File: src/rtl/dmem_responder_if.sv
// Core data-port bundle: request fields driven by the core, load data returned
// combinationally by the responder in the same cycle.
interface dmem_responder_if;
  logic        mem_w;
  logic        mem_r;
  logic [31:0] Addr_in;
  logic [31:0] Data_in;
  logic [2:0]  DMType;
  logic [31:0] Data_out;

  modport master (output mem_w, mem_r, Addr_in, Data_in, DMType, input Data_out);
  modport slave  (input mem_w, mem_r, Addr_in, Data_in, DMType, output Data_out);
endinterface

File: src/rtl/dmem_responder.sv
// Data-side memory responder: byte-lane RAM with async read, a 4-register MMIO
// window (LED, cycle count, store count, error clear) and sticky misalign capture.

module dmem_lane #(
  parameter int DEPTH = 128,
  parameter int AW    = 7
) (
  input  logic          clk,
  input  logic          we_i,
  input  logic [AW-1:0] addr_i,
  input  logic [7:0]    wdata_i,
  output logic [7:0]    rdata_o
);
  logic [7:0] mem_q [DEPTH];

  always_ff @(posedge clk) begin
    if (we_i) mem_q[addr_i] <= wdata_i;
  end

  assign rdata_o = mem_q[addr_i];
endmodule

module dmem_responder #(
  parameter int          DEPTH_WORDS = 128,
  parameter logic [31:0] MMIO_BASE   = 32'hFFFF_0000
) (
  input  logic              clk,
  input  logic              reset,
  dmem_responder_if.slave   bus,
  output logic [15:0]       led_out,
  output logic              misalign_err,
  output logic [31:0]       err_addr
);
  localparam int          NUM_LANES = 4;
  localparam int          AW        = (DEPTH_WORDS > 1) ? $clog2(DEPTH_WORDS) : 1;
  localparam logic [32:0] RAM_BYTES = 33'(DEPTH_WORDS) * 33'd4;

  typedef enum logic [1:0] {SZ_BYTE, SZ_HALF, SZ_WORD} size_e;

  typedef struct packed {
    size_e sz;
    logic  sgn;
    logic  ram_hit;
    logic  mmio_hit;
    logic  bad_align;
  } dec_t;

  dec_t dec;

  logic [NUM_LANES-1:0]       lane_be;
  logic [NUM_LANES-1:0][7:0]  lane_wdata;
  logic [NUM_LANES-1:0][7:0]  lane_rdata;
  logic [AW-1:0]              word_idx;
  logic                       ok_w, ok_r, misalign, ram_st, ram_we, mmio_wr;
  logic [31:0]                rword, ram_load, mmio_load;
  logic [15:0]                sel_h;
  logic [7:0]                 sel_b;

  logic [15:0] led_q,   led_d;
  logic [31:0] cyc_q,   cyc_d;
  logic [31:0] st_q,    st_d;
  logic        err_q,   err_d;
  logic [31:0] eaddr_q, eaddr_d;

  always_comb begin
    dec = '0;
    unique case (bus.DMType)
      3'b001:  begin dec.sz = SZ_HALF; dec.sgn = 1'b1; end
      3'b010:  begin dec.sz = SZ_HALF; dec.sgn = 1'b0; end
      3'b011:  begin dec.sz = SZ_BYTE; dec.sgn = 1'b1; end
      3'b100:  begin dec.sz = SZ_BYTE; dec.sgn = 1'b0; end
      default: begin dec.sz = SZ_WORD; dec.sgn = 1'b0; end
    endcase
    dec.ram_hit  = {1'b0, bus.Addr_in} < RAM_BYTES;
    dec.mmio_hit = bus.Addr_in[31:4] == MMIO_BASE[31:4];
    // register window only speaks whole words
    dec.bad_align = (dec.sz == SZ_HALF && bus.Addr_in[0]) ||
                    (dec.sz == SZ_WORD && bus.Addr_in[1:0] != 2'b00) ||
                    (dec.mmio_hit && dec.sz != SZ_WORD);
  end

  assign misalign = (bus.mem_w | bus.mem_r) & dec.bad_align;
  assign ok_w     = bus.mem_w & ~dec.bad_align;
  assign ok_r     = bus.mem_r & ~dec.bad_align;
  assign ram_st   = ok_w & dec.ram_hit;
  assign ram_we   = ram_st & ~reset;
  assign mmio_wr  = ok_w & dec.mmio_hit & ~dec.ram_hit;
  assign word_idx = bus.Addr_in[AW+1:2];

  // store data is right-aligned, so replicate it across lanes and let the
  // byte enables pick which lanes actually take it
  always_comb begin
    lane_be    = '0;
    lane_wdata = bus.Data_in;
    unique case (dec.sz)
      SZ_BYTE: lane_wdata = {NUM_LANES{bus.Data_in[7:0]}};
      SZ_HALF: lane_wdata = {2{bus.Data_in[15:0]}};
      default: lane_wdata = bus.Data_in;
    endcase
    for (int l = 0; l < NUM_LANES; l++) begin
      unique case (dec.sz)
        SZ_BYTE: lane_be[l] = bus.Addr_in[1:0] == 2'(l);
        SZ_HALF: lane_be[l] = bus.Addr_in[1] == (l >= 2);
        default: lane_be[l] = 1'b1;
      endcase
    end
  end

  for (genvar l = 0; l < NUM_LANES; l++) begin : g_lane
    dmem_lane #(.DEPTH(DEPTH_WORDS), .AW(AW)) u_lane (
      .clk     (clk),
      .we_i    (ram_we & lane_be[l]),
      .addr_i  (word_idx),
      .wdata_i (lane_wdata[l]),
      .rdata_o (lane_rdata[l])
    );
  end

  always_comb begin
    rword = lane_rdata;
    sel_b = lane_rdata[bus.Addr_in[1:0]];
    sel_h = bus.Addr_in[1] ? rword[31:16] : rword[15:0];
    unique case (dec.sz)
      SZ_BYTE: ram_load = {{24{dec.sgn & sel_b[7]}}, sel_b};
      SZ_HALF: ram_load = {{16{dec.sgn & sel_h[15]}}, sel_h};
      default: ram_load = rword;
    endcase
    unique case (bus.Addr_in[3:2])
      2'd0:    mmio_load = {16'b0, led_q};
      2'd1:    mmio_load = cyc_q;
      2'd2:    mmio_load = st_q;
      default: mmio_load = {31'b0, err_q};
    endcase
  end

  always_comb begin
    bus.Data_out = '0;
    if (ok_r) begin
      if (dec.ram_hit)       bus.Data_out = ram_load;
      else if (dec.mmio_hit) bus.Data_out = mmio_load;
    end
  end

  always_comb begin
    led_d   = led_q;
    cyc_d   = cyc_q + 32'd1;
    st_d    = st_q;
    err_d   = err_q;
    eaddr_d = eaddr_q;
    if (ram_st) st_d = st_q + 32'd1;
    if (mmio_wr && bus.Addr_in[3:2] == 2'd0) led_d = bus.Data_in[15:0];
    // first offender wins until software clears via the +0xC register
    if (misalign) begin
      err_d = 1'b1;
      if (!err_q) eaddr_d = bus.Addr_in;
    end else if (mmio_wr && bus.Addr_in[3:2] == 2'd3) begin
      err_d   = 1'b0;
      eaddr_d = '0;
    end
  end

  always_ff @(posedge clk) begin
    if (reset) begin
      led_q   <= '0;
      cyc_q   <= '0;
      st_q    <= '0;
      err_q   <= 1'b0;
      eaddr_q <= '0;
    end else begin
      led_q   <= led_d;
      cyc_q   <= cyc_d;
      st_q    <= st_d;
      err_q   <= err_d;
      eaddr_q <= eaddr_d;
    end
  end

  assign led_out      = led_q;
  assign misalign_err = err_q;
  assign err_addr     = eaddr_q;
endmodule

File: src/flat_wrapper.sv
// flat-port wrapper written by rule: the top's interface ports become plain ports
module dmem_responder_flat 
#(
  parameter int          DEPTH_WORDS = 128,
  parameter logic [31:0] MMIO_BASE   = 32'hFFFF_0000
)
  (clk, reset, led_out, misalign_err, err_addr, bus_mem_w, bus_mem_r, bus_Addr_in, bus_Data_in, bus_DMType, bus_Data_out);
  dmem_responder_if bus_i ();
  input  logic clk;
  input  logic reset;
  output logic [15:0] led_out;
  output logic misalign_err;
  output logic [31:0] err_addr;
  input wire logic [$bits(bus_i.mem_w)-1:0] bus_mem_w;
  input wire logic [$bits(bus_i.mem_r)-1:0] bus_mem_r;
  input wire logic [$bits(bus_i.Addr_in)-1:0] bus_Addr_in;
  input wire logic [$bits(bus_i.Data_in)-1:0] bus_Data_in;
  input wire logic [$bits(bus_i.DMType)-1:0] bus_DMType;
  output wire logic [$bits(bus_i.Data_out)-1:0] bus_Data_out;
  assign bus_i.mem_w = bus_mem_w;
  assign bus_i.mem_r = bus_mem_r;
  assign bus_i.Addr_in = bus_Addr_in;
  assign bus_i.Data_in = bus_Data_in;
  assign bus_i.DMType = bus_DMType;
  assign bus_Data_out = bus_i.Data_out;
  dmem_responder #(.DEPTH_WORDS(DEPTH_WORDS), .MMIO_BASE(MMIO_BASE)) u_core (.clk(clk), .reset(reset), .bus(bus_i), .led_out(led_out), .misalign_err(misalign_err), .err_addr(err_addr));
endmodule
File: config.mk
export PLATFORM = sky130hd
export DESIGN_NAME = dmem_responder_flat
export DESIGN_NICKNAME = d
export VERILOG_FILES = /design/src/rtl/dmem_responder_if.sv /design/src/rtl/dmem_responder.sv /design/src/flat_wrapper.sv
export SDC_FILE = /design/constraint.sdc
export NUM_CORES = 2
export LEC_CHECK = 0
export ABC_AREA = 0
export ABC_CLOCK_PERIOD_IN_PS = 5620
export BUFFER_PORTS_ARGS = -buffer_cell sky130_fd_sc_hd__buf_2
export CORE_MARGIN = 2
export CORE_UTILIZATION = 30
export DETAILED_ROUTE_END_ITERATION = 10
export HOLD_SLACK_MARGIN = 0.1
export SLEW_MARGIN = 20
export SYNTH_ARGS = -nofsm -noshare
export SYNTH_HDL_FRONTEND = slang
export SYNTH_SLANG_ARGS = --single-unit
File: constraint.sdc
create_clock -name clk -period 5.62 [get_ports clk]
set_input_delay 0.562 -clock clk [delete_from_list [all_inputs] [get_ports clk]]
set_output_delay 0.562 -clock clk [all_outputs]
set_load 0.05 [all_outputs]
Word level (Yosys, flattened, before mapping)
Memory sizes are Yosys's and may differ from the RTL's.
Index checks and enable logic that the tools add are counted.
{"block": "classes", "addsub": 2, "reduce_logical": 13, "n_lt_le_gt_ge": 2, "bitwise_logic": 18, "n_shift": 0, "eq_ne": 15, "n_mux": 27, "multipliers": 0, "div_mod_pow": 0}
{"op": "2-to-1 mux 32 bit", "n": 6}
{"op": "case mux 32 bit (2 select lines)", "n": 2}
{"op": "case mux 32 bit (3 select lines)", "n": 1}
{"op": "adder 32 x 1 -> 32 bit (second input constant)", "n": 2}
{"op": "less-than comparator 32 x 10 -> 1 bit (second input constant)", "n": 1}
{"op": "equality test 28 bit (second input constant)", "n": 1}
{"op": "binary-select mux 8 bit (select 2 bit)", "n": 1}
{"op": "2-to-1 mux 16 bit", "n": 1}
{"op": "AND 1 bit", "n": 13}
{"op": "case mux 3 bit (4 select lines)", "n": 1}
{"op": "equality test 2 bit (second input constant)", "n": 5}
{"op": "2-to-1 mux 1 bit", "n": 10}
{"op": "2-to-1 mux 8 bit", "n": 1}
{"op": "case mux 1 bit (2 select lines)", "n": 4}
{"op": "equality test 2 x 1 -> 1 bit (second input constant)", "n": 3}
{"op": "equality test 3 x 2 -> 1 bit (second input constant)", "n": 2}
{"op": "zero test 2 bit", "n": 3}
{"op": "logical AND 1 bit", "n": 5}
{"op": "inequality test 2 bit (second input constant)", "n": 2}
{"op": "inverter 1 bit", "n": 4}
{"op": "nonzero test 2 bit", "n": 2}
{"op": "equality test 3 x 1 -> 1 bit (second input constant)", "n": 1}
{"op": "equality test 3 bit (second input constant)", "n": 1}
{"op": "less-than comparator 2 x 3 -> 1 bit (second input constant)", "n": 1}
{"op": "3 further kinds", "n": 4}
{"block": "word_totals", "output_inout_bits": 81, "wordCells": 86, "register_bits": 113, "in_bits": 71, "mem_bits_rw": 4096, "latch_bits": 0, "romBits": 0, "n_memories": 4}
{"memory": "u_core.g_lane[0].u_lane.mem_q", "words": 128, "width": 8, "rd": 1, "rd_clocked_by_memory_dff": 0, "write_ports": 1, "line": "dmem_responder.sv:14", "source": "logic [7:0] mem_q [DEPTH];"}
{"memory": "u_core.g_lane[1].u_lane.mem_q", "words": 128, "width": 8, "rd": 1, "rd_clocked_by_memory_dff": 0, "write_ports": 1, "line": "dmem_responder.sv:14"}
{"memory": "u_core.g_lane[2].u_lane.mem_q", "words": 128, "width": 8, "rd": 1, "rd_clocked_by_memory_dff": 0, "write_ports": 1, "line": "dmem_responder.sv:14"}
{"memory": "u_core.g_lane[3].u_lane.mem_q", "words": 128, "width": 8, "rd": 1, "rd_clocked_by_memory_dff": 0, "write_ports": 1, "line": "dmem_responder.sv:14"}

Logic depth before layout (Yosys ltp)
{"block": "logic_depth", "word_depth": 13, "ltp_mapped": 18, "depth_no_buf": 9}

Modules after synthesis
A second synthesis with hierarchy kept.
{"block": "hier_totals", "cells_unflattened": 10780, "hier_area_um2": 168190.1}
{"module": "dmem_lane", "area_per_inst_um2": 40273.6, "n_inst": 4, "cells_each": 2467}
{"module": "dmem_responder", "area_per_inst_um2": 7095.6, "n_inst": 1, "cells_each": 912}

Worst setup path before layout
No wires, ideal clock.
{"block": "synth_path", "kind": "input to register", "start": "in bus_DMType[1]", "end": "mem u_core.g_lane[3].u_lane.mem_q[0][7], data pin", "slack_ps": -528, "cell_stages": 5, "t_arrival_ps": 5179, "t_required_ps": 4651, "setup_time_ps": 969, "n_path_buf": 2, "cell_sequence": "clkbuf_1 > nor2_1 > clkbuf_1 > nand2_1 > a31oi_1"}
{"block": "synth_via", "elab_chain_len": 4}
{"element": "from (decl)", "line": "flat_wrapper.sv:18", "source": "input wire logic [$bits(bus_i.DMType)-1:0] bus_DMType;"}
{"element": "equality test 3 bit (tied with other cells)", "line": "dmem_responder.sv:67", "source": "unique case (bus.DMType)"}
{"element": "case mux 3 bit (4 select lines) (*)", "line": "dmem_responder.sv:67"}
{"element": "equality test 2 x 1 -> 1 bit or zero test 2 bit (tied branches)", "line": "dmem_responder.sv:95", "source": "unique case (dec.sz)"}
{"element": "case mux 32 bit (2 select lines) (*)", "line": "dmem_responder.sv:95"}
{"element": "named net u_core.g_lane[3].u_lane.wdata_i[7]", "line": "dmem_responder.sv:11", "source": "input logic [7:0] wdata_i,"}
{"element": "to (decl)", "line": "dmem_responder.sv:14"}
The timed path passes the listed nets; every way through them passes the cells marked *.

Worst setup path after layout
{"block": "layout_path", "start": "mem u_core.g_lane[0].u_lane.mem_q[111][6]", "end": "out bus_Data_out[6]"}
{"block": "layout_via", "elab_chain_len": 6}
{"element": "from (decl)", "line": "dmem_responder.sv:14"}
{"element": "memory (128 x 8 bit) (*)"}
{"element": "binary-select mux 8 bit (select 2 bit)", "line": "dmem_responder.sv:121", "source": "sel_b = lane_rdata[bus.Addr_in[1:0]];"}
{"element": "2-to-1 mux 8 bit (implied by the code)", "line": "dmem_responder.sv:121"}
{"element": "case mux 32 bit (2 select lines) (*)", "line": "dmem_responder.sv:123", "source": "unique case (dec.sz)"}
{"element": "2-to-1 mux 32 bit (*)", "line": "dmem_responder.sv:139", "source": "if (dec.ram_hit) bus.Data_out = ram_load;"}
{"element": "2-to-1 mux 32 bit (*)", "line": "dmem_responder.sv:138", "source": "if (ok_r) begin"}
{"element": "to (decl)", "line": "flat_wrapper.sv:19", "source": "output wire logic [$bits(bus_i.Data_out)-1:0] bus_Data_out;"}
Mark *: on every way between the ends. The rest lies on a longest branch, timed or not. The select of a mux whose other input is x is not followed.

==> flow_summary.toml <==
[sta]
min_period_over_period_pct = 99.39
period_minus_slack_ps = 5586
slew_viol_final = 0
max-slew-margin-rel_pct = 12.39
hold_violations = 0
finalSetupViolCount = 0
timing.fmax_mhz = 179.0
setup-tns-final_ps = 0
rsz0062_at_grt = "no"
final.setup_skew_ps = 22.34
tightest_slew_ps = 1311

[critical_path]
worst_setup_path_end_kind = "output port"
crit_required_ps = 5060
start_kind = "register"
criticalPathCategory = "reg -> out"
arrival_ps = 5020
crit_fanout = 1

[logic_synthesis]
ys_seq_area_share_pct = 75.93
ys_types = 65
yosys.area_share.adder_pct = 0.01517
synth_ff_type = "edfxtp_1"
synthCells = 7777
synth-simple-area-share_pct = 3.119
ys_ff_latch = 4209
async_flop_share_pct = 0
synth.area.mux_share_pct = 17.37
synth_top_family_by_area = "multiplexers"
syn_area_um2 = 165000
synth-compound-area-share_pct = 1.820
avgSynthCellArea_um2 = 21.21
synthXorXnorAreaFrac_pct = 0.2283
syn-num-nets = 7850
ys_warn_count = 0
synth_edf_count = 4096

[drt]
routedWlPerCell_um = 31.31
drc_errors = 0
vias = 87230
viasPerCell = 5.359
ant_nets = 0
drt_pass1_iterations = 8
finalWirelength_mm = 509.7
drt-initial-drc-count = 13050

[global_routing]
grt_max_degree = 129
grt_pass1_wl_mm = 698.1
grt-ovfl-total = 0
antenna_found_initial = 45
grt_pass1_vias = 85860
track_usage_pct = 17.68

[die]
io_pins = 152
die_w_um = 745.5
die-area_um2 = 555800
core.rowCount = 272
start_util_pct = 30.09
die_y_um = 745.5
coreArea_um2 = 548300

[layout]
final_common_cell = "edfxtp_1"
drive_gt1_share_pct = 30.59
multi_input_area_um2 = 37670
final_cell_mix = "4096 x edfxtp_1, 1207 x mux4_2, 624 x nor2_1"
syn_to_final_growth_pct = 17.53
nFillCells = 49890
register_area_um2 = 125300
utilization_pct = 35.36
fin_nets = 8696

[pwr]
p_seq_share_pct = 51.5
ir_drop_mv = 0.3364
pwr_density_cell_nw_per_um2 = 349.1
p_clk_share_pct = 42.2
p_switching_w = 0.01507
swShare_pct = 22.26
p_leak_nw = 59.33
p_int_w = 0.05263
p_comb_share_pct = 6.3

[clock_tree]
cts.sink_count = 4209
cts_buffer_depth = 4
h-tree-depth = 5
cts_tree = "built"
cts-root-buf = "clkbuf_16"
cts_made_buffers = 424
clk_pin_slew_ps = 70
clk_latency_ps = 990

[placement]
io_buffers = 151
gp_congestion = 0.9034
dp.final_hpwl_mm = 342.4

[hold_path]
hp-class = "in -> reg"

[run_status]
status = "completed"

[run]
maxCapViolCount = 0
==> area by class of cell <==
| cell class | count | share of cell area [%] |
|---|---|---|
| antenna | 45 | 0.05808 |
| inverter | 8 | 0.02065 |
| clock inverter | 260 | 1.533 |
| clock buffer | 516 | 5.688 |
| tap | 7261 | 4.686 |
| multi-input combinational | 3090 | 19.43 |
| timing repair buffer | 890 | 3.982 |
| sequential | 4209 | 64.60 |
==> repair_timing <==
action | in CTS | in global routing
gates resized for setup | 6 | 5
setup endpoints to repair | 2 | 4
hold buffers | 62 | 0
pin swaps | 0 | 1
hold endpoints to repair | 43 | 0
setup buffers | 0 | 1
==> cells in the mapped netlist (14+ instances only) <==
cell | number | area share (%)
and3_1 | 24 | 0.091
nor3_1 | 15 | 0.046
buf_4 | 55 | 0.25
o21ai_0 | 90 | 0.27
a22oi_1 | 75 | 0.34
xor2_1 | 31 | 0.16
nand4_1 | 28 | 0.11
nand2_1 | 329 | 0.75
buf_6 | 43 | 0.29
dfxtp_1 | 113 | 1.4
nand3_1 | 81 | 0.25
nor2b_1 | 20 | 0.076
buf_1 | 33 | 0.075
o22ai_1 | 35 | 0.13
and2_1 | 17 | 0.064
o21ai_1 | 15 | 0.046
mux2i_1 | 137 | 0.83
nor2_1 | 654 | 1.5
or3_1 | 26 | 0.099
mux4_2 | 1207 | 16
a31oi_1 | 15 | 0.057
edfxtp_1 | 4096 | 75
clkbuf_1 | 238 | 0.54
a211oi_1 | 14 | 0.064
a21oi_1 | 112 | 0.34
buf_2 | 97 | 0.29
a22o_1 | 36 | 0.19
==> metrics by stage <==
step           power, W  cell area [um^2]  cells  hold WS [ps]  setup WS (ps)
6_report        0.06769            193900  16280         169.6          34.22
5_1_grt         0.06927            193800  16240         133.1          18.27
4_1_cts         0.06789            193600  16230         104.4          6.237
3_5_place_dp    0.03965            179000  15390         457.5         -198.1
3_3_place_gp    0.03953            178900  15390         446.2         -314.9
2_1_floorplan   0.03774            165000   7777         426.9          570.5
==> registers in the layout, summed over array words and instances, names as in the netlist <==
register and cells:
u_core.g_lane.u_lane.mem_q 4096, u_core.cyc_q 32, u_core.err_addr 32, u_core.st_q 32, u_core.led_out 16, u_core.misalign_err 1
==> worst paths after layout <==
path                                                                 startpoint                                              to  slack (ps)  cells past startpoint
worst max-delay path            u_core.g_lane[0].u_lane.mem_q[111][6]$_DFFE_PP_                                 bus_Data_out[6]          30                     11
worst min-delay path                                             bus_Data_in[2]  u_core.g_lane[0].u_lane.mem_q[72][2]$_DFFE_PP_         170                      1
worst max register to register                       u_core.cyc_q[3]$_SDFF_PP0_                     u_core.cyc_q[31]$_SDFF_PP0_        2820                      7
worst min register to register                  u_core.err_addr[6]$_SDFFE_PP0P_                 u_core.err_addr[6]$_SDFFE_PP0P_         470                      2
==> routing by layer <==
metal	wire (um)	global-route usage [%]	vias up	part of all wire, %
met4	24510	7.800	30	4.8
li1	-	-	34110	-
met1	193600	23.22	46680	38
met2	229400	26.76	5434	45
met5	615	0.2915	-	0.12
met3	61510	5.788	979	12
==> worst max-delay path: stages, from the launching register on <==
cell      delay (ps)
edfxtp_1         370
mux4_2           490
mux4_2           590
a22o_1           450
a221oi_2         500
and3_1           340
buf_12           130
o22ai_1          180
a221o_1          390
a22oi_1          300
nor2_1            60
buf_2            220
==> power by group through the flow <==
stage	sequential (W)	clock [W]	combinational (W)
floorplan	0.0357	0	0.00208
global placement	0.0355	0	0.00401
detailed placement	0.0355	0	0.00412
CTS	0.0349	0.0289	0.00417
global route	0.0348	0.0301	0.00438
finish	0.0349	0.0286	0.00426
==> logic make-up after synthesis <==
logic type | count (synthesis)
simple gates | 1229
fa+ha+maj | 2
compound gates | 463
flops | 4209
buf+inv | 478
xor+xnor | 43
mux | 1353
No activity file was read; power rests on OpenSTA's default activity.
